==> src/rtl/mano_seq_ctrl_pkg.sv <==
// mano_seq_ctrl_pkg: opcodes, per-opcode final timing steps and run-state type for the Mano sequence controller
package mano_seq_ctrl_pkg;
  localparam int SC_W = 3;
  localparam logic [2:0] OP_AND = 3'd0;
  localparam logic [2:0] OP_ADD = 3'd1;
  localparam logic [2:0] OP_LDA = 3'd2;
  localparam logic [2:0] OP_STA = 3'd3;
  localparam logic [2:0] OP_BUN = 3'd4;
  localparam logic [2:0] OP_BSA = 3'd5;
  localparam logic [2:0] OP_ISZ = 3'd6;
  localparam logic [2:0] OP_REG = 3'd7;
  localparam logic [SC_W-1:0] FIN_REG = 3'd3;
  localparam logic [SC_W-1:0] FIN_STB = 3'd4;
  localparam logic [SC_W-1:0] FIN_MEM = 3'd5;
  localparam logic [SC_W-1:0] FIN_ISZ = 3'd6;
  typedef enum logic {ST_STOP, ST_RUN} state_t;
endpackage

==> src/rtl/mano_seq_ctrl_if.sv <==
// mano_seq_ctrl_if: instruction-field inputs and timing/decode outputs of the sequence controller
interface mano_seq_ctrl_if;
  import mano_seq_ctrl_pkg::*;
  logic run, hold, ir_i, hlt, j, s, end_ins;
  logic [2:0] ir_op;
  logic [7:0] t, d;
  logic [SC_W-1:0] sc;
  modport master (output run, hold, ir_op, ir_i, hlt, input t, d, j, s, sc, end_ins);
  modport slave (input run, hold, ir_op, ir_i, hlt, output t, d, j, s, sc, end_ins);
endinterface

==> src/rtl/mano_dec3x8.sv <==
// mano_dec3x8: enabled 3-to-8 one-hot decoder
module mano_dec3x8 (
  input  logic [2:0] a,
  input  logic       en,
  output logic [7:0] y
);
  assign y = en ? 8'd1 << a : 8'h00;
endmodule

==> src/rtl/mano_seq_ctrl.sv <==
// mano_seq_ctrl: Mano basic-computer run flag, sequence counter, timing and opcode decode
module mano_seq_ctrl
  import mano_seq_ctrl_pkg::*;
(
  input logic clk,
  input logic rst_n,
  mano_seq_ctrl_if.slave bus
);
  state_t state, state_n;
  logic [SC_W-1:0] sc, sc_n;
  logic [7:0] d, dec_d;
  logic j, s, fin, end_ins, load;
  assign s = state == ST_RUN;
  mano_dec3x8 u_t (.a(sc), .en(s), .y(bus.t));
  mano_dec3x8 u_d (.a(bus.ir_op), .en(1'b1), .y(dec_d));
  assign fin = d[OP_REG] ? sc == FIN_REG :
               (d[OP_STA] | d[OP_BUN]) ? sc == FIN_STB :
               d[OP_ISZ] ? sc == FIN_ISZ : sc == FIN_MEM;
  assign end_ins = s & fin;
  assign load = s & ~bus.hold & (sc == 3'd2);
  always_comb begin
    state_n = state;
    sc_n = sc;
    if (!s) begin
      state_n = bus.run ? ST_RUN : ST_STOP;
      sc_n = '0;
    end else if (!bus.hold) begin
      sc_n = (end_ins || sc == 3'd7) ? '0 : sc + 1'b1;
      if (end_ins && d[OP_REG] && !j && bus.hlt) state_n = ST_STOP;
    end
  end
  always_ff @(posedge clk or negedge rst_n)
    if (!rst_n) begin
      state <= ST_STOP;
      sc <= '0;
      d <= '0;
      j <= 1'b0;
    end else begin
      state <= state_n;
      sc <= sc_n;
      if (load) begin
        d <= dec_d;
        j <= bus.ir_i;
      end
    end
  assign bus.d = d;
  assign bus.j = j;
  assign bus.s = s;
  assign bus.sc = sc;
  assign bus.end_ins = end_ins;
endmodule

==> src/flat_wrapper.sv <==
// flat-port wrapper written by rule: the top's interface ports become plain ports
module mano_seq_ctrl_flat import mano_seq_ctrl_pkg::*;
  (clk, rst_n, bus_run, bus_hold, bus_ir_op, bus_ir_i, bus_hlt, bus_t, bus_d, bus_j, bus_s, bus_sc, bus_end_ins);
  mano_seq_ctrl_if bus_i ();
  input logic clk;
  input logic rst_n;
  input wire logic [$bits(bus_i.run)-1:0] bus_run;
  input wire logic [$bits(bus_i.hold)-1:0] bus_hold;
  input wire logic [$bits(bus_i.ir_op)-1:0] bus_ir_op;
  input wire logic [$bits(bus_i.ir_i)-1:0] bus_ir_i;
  input wire logic [$bits(bus_i.hlt)-1:0] bus_hlt;
  output wire logic [$bits(bus_i.t)-1:0] bus_t;
  output wire logic [$bits(bus_i.d)-1:0] bus_d;
  output wire logic [$bits(bus_i.j)-1:0] bus_j;
  output wire logic [$bits(bus_i.s)-1:0] bus_s;
  output wire logic [$bits(bus_i.sc)-1:0] bus_sc;
  output wire logic [$bits(bus_i.end_ins)-1:0] bus_end_ins;
  assign bus_i.run = bus_run;
  assign bus_i.hold = bus_hold;
  assign bus_i.ir_op = bus_ir_op;
  assign bus_i.ir_i = bus_ir_i;
  assign bus_i.hlt = bus_hlt;
  assign bus_t = bus_i.t;
  assign bus_d = bus_i.d;
  assign bus_j = bus_i.j;
  assign bus_s = bus_i.s;
  assign bus_sc = bus_i.sc;
  assign bus_end_ins = bus_i.end_ins;
  mano_seq_ctrl u_core (.clk(clk), .rst_n(rst_n), .bus(bus_i));
endmodule
==> config.mk <==
export PLATFORM = sky130hd
export DESIGN_NAME = mano_seq_ctrl_flat
export DESIGN_NICKNAME = d
export VERILOG_FILES = /design/src/rtl/mano_seq_ctrl_pkg.sv /design/src/rtl/mano_seq_ctrl_if.sv /design/src/rtl/mano_dec3x8.sv /design/src/rtl/mano_seq_ctrl.sv /design/src/flat_wrapper.sv
export SDC_FILE = /design/constraint.sdc
export NUM_CORES = 1
export LEC_CHECK = 0
export BUFFER_PORTS_ARGS = -buffer_cell sky130_fd_sc_hd__buf_2
export CAP_MARGIN = 20
export CORE_MARGIN = 1.5
export CORE_UTILIZATION = 40
export CTS_CLUSTER_SIZE = 20
export DETAILED_ROUTE_END_ITERATION = 10
export PLACE_DENSITY = 0.68
export SLEW_MARGIN = 0
export SYNTH_ARGS = -nofsm -noshare
export SYNTH_HDL_FRONTEND = slang
export SYNTH_SLANG_ARGS = --single-unit
==> constraint.sdc <==
create_clock -name clk -period 1.97 [get_ports clk]
set_input_delay 0.197 -clock clk [delete_from_list [all_inputs] [get_ports clk]]
set_output_delay 0.197 -clock clk [all_outputs]
set_load 0.02 [all_outputs]
# [Yosys cells after proc, flatten, opt, wreduce, memory -nomap -nowiden]
# Cells that the tools add are included.
[op_classes] n_addsub=1 eq_ne=7 n_shift=2 muxes=11 bitwise_logic=5 reduce_logical=5
[op_table] cell="<< shifter 1 x 3 -> 8 bit, first input constant" n=2
[op_table] cell="== test 3 bit, second input constant" n=4
[op_table] cell="two-way mux 3 bit" n=3
[op_table] cell="two-way mux 8 bit" n=1
[op_table] cell="two-way mux 1 bit" n=7
[op_table] cell="== test 3 x 2 -> 1 bit, second input constant" n=2
[op_table] cell="adder 3 x 1 -> 3 bit, second input constant" n=1
[op_table] cell="AND 1 bit" n=3
[op_table] cell="logical AND 1 bit" n=3
[op_table] cell="!= test 2 bit, second input constant" n=1
[op_table] cell="logical NOT 1 bit" n=1
[op_table] cell="logical OR 1 bit" n=1
[op_table] cell="NOT 1 bit" n=1
[op_table] cell="bitwise OR 1 bit" n=1
[word_totals] register_bits=13 wordCells=35

# [Logic depth before layout (Yosys ltp)]
[logic_depth] depth_word=11 ltp_mapped=6

# [By module]
# A second synthesis with hierarchy kept.
[unflattened] cells_unflattened=69 area_unflattened_um2=829.5
[by_module_without_submodules] mod="mano_seq_ctrl" n_inst=1 cells_per_inst=53 area_each_um2=639.4 seq_area_each_um2=325.3
[by_module_without_submodules] mod="mano_dec3x8" n_inst=2 cells_per_inst=8 area_each_um2=95.1 seq_area_each_um2=0.0

# [Worst setup path before layout]
# Ideal clock, no wire load.
[synth_path] kind="reg2out" start="reg u_core.sc[1], in the netlist u_core.bus.sc[1]" end="out bus_end_ins" t_arrival_ns=1.432 path_slack_ns=0.341 path_stages_with_launch=5 path_cell_list="dfrtp_1 nor4bb_2 o21ai_2 a21oi_2 and2_1"
[synth_via] elab_chain_len=5 word_cells_on_any_way=8
[synth_lines] item="start, declared" line="mano_seq_ctrl.sv:10" source="logic [SC_W-1:0] sc, sc_n;"
[synth_lines] item="start signal, assigned" line="mano_seq_ctrl.sv:40" source="sc <= sc_n;"
[synth_lines] item="== test 3 bit" line="mano_seq_ctrl.sv:18" source="d[OP_ISZ] ? sc == FIN_ISZ : sc == FIN_MEM;"
[synth_lines] item="two-way mux 1 bit" line="mano_seq_ctrl.sv:18"
[synth_lines] item="two-way mux 1 bit" line="mano_seq_ctrl.sv:17" source="(d[OP_STA] | d[OP_BUN]) ? sc == FIN_STB :"
[synth_lines] item="two-way mux 1 bit *" line="mano_seq_ctrl.sv:16" source="assign fin = d[OP_REG] ? sc == FIN_REG :"
[synth_lines] item="AND 1 bit *" line="mano_seq_ctrl.sv:19" source="assign end_ins = s & fin;"
[synth_lines] item="end, declared" line="flat_wrapper.sv:17" source="output wire logic [$bits(bus_i.end_ins)-1:0] bus_end_ins;"
# Mark *: on every way between the ends. The rest lies on a longest branch, timed or not.

# [Worst setup path after layout]
# Same ends and word-level chain as after synthesis.

==> results.json <==
{
  "crit_path_top_delay_cell": "dfrtp_2",
  "drcViolationCount": 0,
  "routed_wl_microns": 1839,
  "via_per_inst": 5.190,
  "wl_per_cell_microns": 12.51,
  "routabilityCongestion": 0.7917,
  "r2r_cells": 6,
  "ys_types": 28,
  "portBuffers": 30,
  "syn_to_final_growth_pct": 33.75,
  "syn_area_sq_um": 797.0,
  "p_leak_nw": 0.5643,
  "grt_use_total_pct": 16.39,
  "synth_nets": 98,
  "hpwl_microns": 1307,
  "core_area_sq_um": 1802,
  "timing.hold.ws_ps": 150.6,
  "ir_drop_uv": 897.5,
  "vias": 763,
  "clk_pin_slew_ps": 70,
  "cts_buffer_depth": 2,
  "ant_nets": 0,
  "ys_warn_count": 0,
  "drt-initial-drc-count": 10,
  "syn_inst": 83,
  "grt_max_degree": 14,
  "diodes": 0,
  "cts_sinks": 13,
  "cts_tree": "done",
  "fin_ws_ps": 104.0,
  "synth-seq-cells": 13,
  "finalHoldViolCount": 0,
  "powerDensity_nw_per_um2": 1609,
  "place_ws_ps": 239.3,
  "cpLargestDelayFamily": "flip-flops",
  "crit_fanout": 6,
  "drv_cap": 0,
  "fillers": 180,
  "ys_seq_area_share_pct": 40.82,
  "worstReg2RegStart": "u_core.bus.sc[0]",
  "maxSlewViolCount": 0,
  "worstPathArrival_ps": 1670,
  "period_share_pct": 94.72,
  "fin_util_pct": 59.17,
  "routed-wl-met2_microns": 878,
  "worst_slew_pin_slew_ps": 389.7,
  "wl_met3_microns": 91,
  "die_height_microns": 47.64,
  "holdPathStages": 2,
  "highest_layer": "met4",
  "chipWidth_microns": 47.64,
  "worstSetupStartpoint": "u_core.bus.sc[1]",
  "fp.dieArea_sq_um": 2269,
  "critPathCaptureType": "output pin",
  "antenna_found_initial": 0,
  "mostFrequentLayoutCell": "buf_2",
  "grt_pass1_vias": 598,
  "start_util_pct": 44.24,
  "crit_buf_inv": 2,
  "grt_pass1_wl_microns": 2601,
  "first_pass_iters": 4,
  "cp.required_ps": 1770,
  "rows": 15,
  "numCtsBuffers": 3,
  "status": "completed",
  "worst_clock_skew_ps": 1.364,
  "finalPower_mw": 1.716,
  "setup_violations": 0,
  "htreeDepth": 1,
  "cp_num_cells": 6,
  "insertion_delay_ps": 270,
  "max_clock_freq_mhz": 535.9,
  "hold_path.class": "in -> reg",
  "drive_above_1_share_pct": 42.62,
  "path_class": "reg -> out",
  "slew_headroom_pct": 73.94,
  "io-pin-count": 31,
  "grt.overflow.total": 0,
  "critical-path-max-stage-delay_ps": 450,
  "cp-start-kind": "register",
  "min_from": "bus_ir_op[0]",
  "final_nets": 138,
  "crit_chain": "clkbuf_2 > nor3b_2 > o21ai_2 > a21oi_2 > and2_1 > buf_4",
  "final.min_clock_period_ps": 1866,
  "met1_length_microns": 839,
  "synth.avg_cell_area_sq_um": 9.603,
  "tns_ps": 0,
  "final_cell_mix": "buf_2 (29), nand2_1 (12), dfrtp_1 (10)",
  "cts_root_buf": "clkbuf_4"
}
worst reg2reg max path, cell delays in order (launching register included):
cell      delay, ps
dfrtp_2         450
buf_4           170
inv_1            80
ha_1            190
nand3b_1        300
buf_4           280
o41ai_1         260
report_power, final:
part / switching, mW / internal (mW) / leakage [nW]
clock network: 0.0802 / 0.0783 / 0.0150
registers: 0.136 / 0.390 / 0.162
logic: 0.597 / 0.434 / 0.387
final cells by class:
cell class | count | area, sq um | share of cell area [%]
multi-input cells | 61 | 447.9 | 42.02
flip-flops and latches | 13 | 329.1 | 30.87
well taps | 25 | 31.28 | 2.934
repair buffers | 37 | 205.2 | 19.25
inverters | 7 | 26.28 | 2.465
clock buffers | 4 | 26.28 | 2.465
state kept, by name, summed over array words and instances, names as in the netlist:
| signal | cells |
|---|---|
| u_core.bus.sc | 3 |
| u_core.bus.j | 1 |
| u_core.bus.d | 8 |
| u_core.bus.s | 1 |
cell usage after synthesis (all sizes together):
master / n / area, sq um
a32oi: 1 / 8.760
or3: 1 / 6.260
nor3b: 1 / 7.510
nor2b: 1 / 8.760
or2: 1 / 6.260
nor3: 3 / 15.01
ha: 6 / 75.07
o41ai: 6 / 52.55
nand3: 5 / 25.02
a21oi: 1 / 8.760
o21ai: 4 / 27.53
o31ai: 2 / 15.01
nand2: 12 / 45.04
and2: 7 / 45.05
mux2: 2 / 26.27
dfrtp: 13 / 325.3
a31oi: 1 / 6.260
nor4bb: 1 / 16.27
and3: 3 / 18.77
nand3b: 1 / 7.510
nor2: 2 / 7.510
inv: 7 / 26.27
buf: 2 / 16.26
metrics by stage:
stage	std cells	area, sq um
detailed placement	138	977.2
global route	147	1066
floorplan	83	797.0
global placement	138	977.2
CTS	143	1016
finish	147	1066
layer usage:
metal  track usage, %  up-vias
li1                 -      377
met1            22.33      357
met2            25.68       25
met3            2.264        4
met4            8.108        0
met5                0        -
cell families after synthesis:
group,after synthesis,synth area share [%]
AO/OA/AOI/OAI,15,14.91
adder cells (fa/ha/maj),6,9.419
buffers and inverters,9,5.336
flip-flops,13,40.82
multiplexers,2,3.296
AND/OR/NAND/NOR,38,26.22
path summary, 6_finish.rpt:
kind | to | slack (ps)
min reg2reg | u_core.bus.d[0] | 480
min in group asynchronous | u_core.bus.d[1] | 340
min | u_core.bus.d[4] | 150
max reg2reg | u_core.bus.d[0] | 130
max in group asynchronous | u_core.bus.sc[1] | 1390
max | bus_end_ins | 100
what timing repair did:
action | 4_1_cts | 5_1_grt
setup endpoints to repair | 1 | 1
hold buffers | 1 | 0
buffers inserted | 0 | 4
hold endpoints to repair | 13 | 0
gates resized for setup | 2 | 5
pin swaps | 1 | 2
Power figures use the tool's default switching activity.
